### src/rtl/nr_mem_pkg.sv
// nr_mem_pkg: shared state encoding and overflow flag bit indices for the register bank
package nr_mem_pkg;
  typedef enum logic {SWEEP, RUN} state_t;
  localparam int OVF_POS = 0;
  localparam int OVF_NEG = 1;
endpackage

### src/rtl/nr_clear_sweeper.sv
// nr_clear_sweeper: SWEEP/RUN controller, one clear address per cycle; ports clk, clr (async), wipe -> busy, sweep_adr, sweep_we
module nr_clear_sweeper
  import nr_mem_pkg::*;
#(
  parameter int ADDR_W = 4
) (
  input  logic              clk,
  input  logic              clr,
  input  logic              wipe,
  output logic              busy,
  output logic [ADDR_W-1:0] sweep_adr,
  output logic              sweep_we
);
  state_t          state;
  logic [ADDR_W:0] cnt;
  always_ff @(posedge clk or posedge clr) begin
    if (clr) begin
      state <= SWEEP;
      cnt   <= '0;
      busy  <= 1'b1;
    end else if (wipe) begin
      state <= SWEEP;
      cnt   <= '0;
      busy  <= 1'b1;
    end else if (state == SWEEP) begin
      cnt <= cnt + 1'b1;
      if (cnt[ADDR_W-1:0] == '1) begin
        state <= RUN;
        busy  <= 1'b0;
      end
    end
  end
  // the extra counter bit keeps a finished count from aliasing onto address 0
  assign sweep_adr = cnt[ADDR_W-1:0];
  assign sweep_we  = (state == SWEEP) && !cnt[ADDR_W];
endmodule

### src/rtl/nr_param_register_bank.sv
// nr_param_register_bank: DATA_W x 2**ADDR_W bank, N_RD registered read ports with write-first bypass, sticky overflow flags, clear sweep; ports clk, clr (async), wipe, can_wrt, can_rd, adr_in, in0, adr_out, ovrflw -> rb_out, busy
module nr_param_register_bank
  import nr_mem_pkg::*;
#(
  parameter int DATA_W    = 8,
  parameter int ADDR_W    = 4,
  parameter int N_RD      = 3,
  parameter int FLAG_ADDR = 1
) (
  input  logic                     clk,
  input  logic                     clr,
  input  logic                     wipe,
  input  logic                     can_wrt,
  input  logic                     can_rd,
  input  logic [ADDR_W-1:0]        adr_in,
  input  logic [DATA_W-1:0]        in0,
  input  logic [N_RD*ADDR_W-1:0]   adr_out,
  input  logic [1:0]               ovrflw,
  output logic [N_RD*DATA_W-1:0]   rb_out,
  output logic                     busy
);
  localparam int DEPTH = 2 ** ADDR_W;
  logic [DATA_W-1:0] mem [DEPTH];
  logic [DATA_W-1:0] rd [N_RD];
  logic [DATA_W-1:0] ovf_mask;
  logic [DATA_W-1:0] wdat;
  logic [ADDR_W-1:0] sweep_adr;
  logic              sweep_we;
  nr_clear_sweeper #(.ADDR_W(ADDR_W)) u_sweep (
    .clk       (clk),
    .clr       (clr),
    .wipe      (wipe),
    .busy      (busy),
    .sweep_adr (sweep_adr),
    .sweep_we  (sweep_we)
  );
  assign ovf_mask = DATA_W'({ovrflw[OVF_NEG], ovrflw[OVF_POS]});
  // a user write to the flag entry still absorbs this cycle's overflow pulse
  assign wdat = in0 | ((adr_in == ADDR_W'(FLAG_ADDR)) ? ovf_mask : '0);
  always_ff @(posedge clk) begin
    for (int i = 0; i < DEPTH; i++) begin
      if (sweep_we) begin
        if (sweep_adr == ADDR_W'(i)) mem[i] <= '0;
      end else if (!wipe) begin
        if (can_wrt && adr_in == ADDR_W'(i)) mem[i] <= wdat;
        else if (i == FLAG_ADDR) mem[i] <= mem[i] | ovf_mask;
      end
    end
  end
  for (genvar k = 0; k < N_RD; k++) begin : g_rd
    logic [ADDR_W-1:0] ra;
    assign ra    = adr_out[k*ADDR_W +: ADDR_W];
    assign rd[k] = (can_wrt && ra == adr_in) ? wdat : mem[ra];
  end
  always_ff @(posedge clk or posedge clr) begin
    if (clr) rb_out <= '0;
    else if (sweep_we || wipe) rb_out <= '0;
    else if (can_rd) for (int k = 0; k < N_RD; k++) rb_out[k*DATA_W +: DATA_W] <= rd[k];
  end
endmodule

### config.mk
export PLATFORM = sky130hd
export DESIGN_NAME = nr_param_register_bank
export DESIGN_NICKNAME = d
export VERILOG_FILES = /design/src/rtl/nr_mem_pkg.sv /design/src/rtl/nr_clear_sweeper.sv /design/src/rtl/nr_param_register_bank.sv
export SDC_FILE = /design/constraint.sdc
export NUM_CORES = 1
export LEC_CHECK = 0
export CAP_MARGIN = 40
export CORE_ASPECT_RATIO = 0.7
export CORE_MARGIN = 3
export CORE_UTILIZATION = 55
export DETAILED_ROUTE_END_ITERATION = 8
export GPL_TIMING_DRIVEN = 0
export PLACE_DENSITY = 0.71
export SLEW_MARGIN = 25
export SYNTH_ARGS = -nofsm -noshare
export SYNTH_HDL_FRONTEND = slang
export SYNTH_HIERARCHICAL = 1
export SYNTH_SLANG_ARGS = --single-unit
### constraint.sdc
create_clock -name clk -period 4.09 [get_ports clk]
set_clock_uncertainty 0.15 [all_clocks]
set_input_delay 0.818 -clock clk [delete_from_list [all_inputs] [get_ports clk]]
set_output_delay 0.818 -clock clk [all_outputs]
set_load 0.02 [all_outputs]
==> results_dict.tcl <==
set metrics [dict create \
    hold_viol 0 \
    grt_overflow 0 \
    syn2layout_area_growth_pct 13.58 \
    globalplace.congestion 0.9879 \
    drv_slew 0 \
    die_w_microns 167.1 \
    path_class "primary input to register" \
    sequentialPowerShare_pct 46.3 \
    path_buf_inv 3 \
    status "complete, no violations" \
    ios 56 \
    busiest_layer "met1" \
    use_met2_pct 45.25 \
    yosysWarningCount 6 \
    synth_seq_cells 159 \
    met1_usage_pct 47.43 \
    clock-sinks 159 \
    antenna_found_initial 0 \
    p_comb_share_pct 13.0 \
    fp.dieH_microns 118.8 \
    cpMaxStageDelayCell "clkdlybuf4s50_1" \
    p_int_uw 2841 \
    p_leak_uw 0.004014 \
    wl_mm 32.20 \
    syn-cell-area_sq_um 9997 \
    grt_max_degree 18 \
    synth.distinct_cells 57 \
    synth-edff-count 128 \
    p_clk_share_pct 40.6 \
    maxCapViolCount 0 \
    first_iter_violations 1488 \
    cp-start-kind "primary input" \
    clkTransAtPathRegs_ps 70 \
    ys.flop_type "edfxtp_1" \
    period_share_pct 89.12 \
    crit_path_max_fanout 11 \
    rsz0062_at_grt "false" \
    min_period_ps 3645 \
    p_per_area_nw_per_um2 342.1 \
    yosys.area.top_type_share_pct 38.45 \
    timing.fmax_ghz 0.2743 \
    drc 0 \
    setup_viol 0 \
    worst_pin_slew_ps 912.6 \
    final_cell_area_sq_um 11350 \
    fin_util_pct 65.01 \
    num_vias 7424 \
    start_util_pct 57.23 \
    avgSynthCellArea_sq_um 13.58 \
    setup_tns_ps 0 \
    endpoint_kind "register" \
    slowest_delay_ps 610 \
    swShare_pct 26.86 \
    timing.hold.ws_ps 369.0 \
    clockBufferDepth 2 \
    antennaDiodeCount 0 \
    post_cts_buffers 0 \
    yosysMostFrequentCell "edfxtp_1" \
    cts_tree "yes" \
    yosys-top-cells-area "edfxtp_1 38%, mux4_2 15%, mux4_1 8.1%" \
    cts_resized 0 \
    netSwitchingPower_uw 1044 \
    htree_levels 4 \
    die_area_sq_um 19860 \
    synth_commonest_cells "128 x edfxtp_1, 65 x mux4_2, 53 x and2_1, 51 x nand2_1, 51 x nor2_1" \
    cpMostUsedCell "nor2_1" \
    grt_pass1_vias 7112 \
    cts-root-buf "clkbuf_16" \
    core_area_sq_um 17470 \
    yosysSeqAreaShare_pct 46.22 \
    reg2regPathDepth 9 \
    insertion_delay_ps 440 \
    final_nets 840 \
    hpwl_mm 24.26 \
    path_delay_family "buffers and inverters" \
    relSlewSlack_pct 38.93 \
    cts-buffers-inserted 17 \
    rrSetupSlack_ps 920 \
    viasPerCell 7.057 \
    hold_depth 1 \
    async_flop_share_pct 19.50 \
    antenna_left 0 \
    ir_drop_uv 299.8 \
    rows 40 \
    grt_first_pass_wirelength_mm 46.93 \
    arrival_ps 3640 \
    use_met3_pct 16.42 \
    path_cells "clkdlybuf4s50_1, nor2_1, nand3_1, nor2_1, clkbuf_1, nand2_1, o21ai_1, buf_4" \
    hold_class "register to register" \
    wire_per_inst_microns 30.61 \
    synth_top_area_cell "edfxtp_1" \
    postCtsHoldBufs 0 \
    power_uw 3885 \
    syn-num-nets 768 \
    crit_cells 8 \
    first_pass_iters 6 \
    grt_usage_pct 32.90 \
    synth_cells 736 \
    port_buffers 36 \
    layout-drive-gt1-share_pct 21.32 \
    cp_data_required_time_ps 4080 \
    placed_area_sq_um 10760 \
]
[kinds of logic (layout without fill, tap and decap cells)]
kind of cell | Yosys count | after routing | synth area share [%]
simple gates | 244 | 244 | 13.35
fa+ha+maj | 1 | 1 | 0.1251
xor+xnor | 16 | 16 | 1.402
flops | 159 | 159 | 46.22
buf+inv | 82 | 167 | 6.458
compound gates | 118 | 118 | 7.409
mux | 116 | 116 | 25.03
[worst register-to-register path, cell delays in order, from the launching register on]
cell and delay, ps:
dfrtp_1 340, buf_6 120, nor2_1 110, nor2_1 270
nand3_1 170, nor2_1 450, clkbuf_1 590, nand2_1 190
o21ai_1 220, buf_4 250
[final timing paths]
path / from / end
max: wipe / mem[12][5]
min: u_sweep/busy / u_sweep/busy
max reg2reg: u_sweep/state / mem[12][5]
min reg2reg: u_sweep/busy / u_sweep/busy
max in group asynchronous: clr / rb_out[11]
min in group asynchronous: clr / u_sweep/state
[final cells by class]
cell class / instances / area [sq um]
clock buffer: 20 / 467.9
fill: 1293 / 6112
clock inverter: 12 / 116.4
tap: 231 / 289.0
buffer: 79 / 634.4
multi-input combinational: 495 / 4735
timing repair buffer: 53 / 480.5
sequential: 159 / 4621
inverter: 3 / 11.26
[metrics by stage]
stage                     cells  worst slack [ps]
after global routing       1052             378.7
after floorplan             736              1338
final                      1052             444.8
after global placement     1003            -138.9
after CTS                  1050             523.5
after detailed placement   1018             55.98
[sequential cells by signal (all words and copies together), names as in the netlist]
| name | cells |
|---|---|
| u_sweep/state | 1 |
| mem | 128 |
| u_sweep/busy | 1 |
| u_sweep/cnt | 5 |
| rb_out | 24 |
[power by group through the flow]
stage               combinational, uW  clock [uW]  sequential [uW]
floorplan                         332           0             1820
global placement                  474           0             1830
detailed placement                490           0             1830
CTS                               491        1580             1800
global route                      529        1660             1800
finish                            505        1580             1800
[routing by layer]
layer  vias up  share of wire (%)
met3        39                 18
met5         -                  0
li1       3031                  -
met2       631                 42
met1      3723                 39
met4         0                1.6
[layout by cell type, fill, tap and decap left out, types with 18 or more instances in the layout]
master and instances:
clkdlybuf4s50_1 36, nand2_1 51, mux4_2 65, nor2_1 51, o21ai_0 28, clkbuf_1 27
and3_1 50, a21oi_1 19, clkbuf_16 18, a22oi_1 40, dfrtp_1 30, mux4_1 31
edfxtp_1 128, and2_1 53
Power figures use the tool's default switching activity.
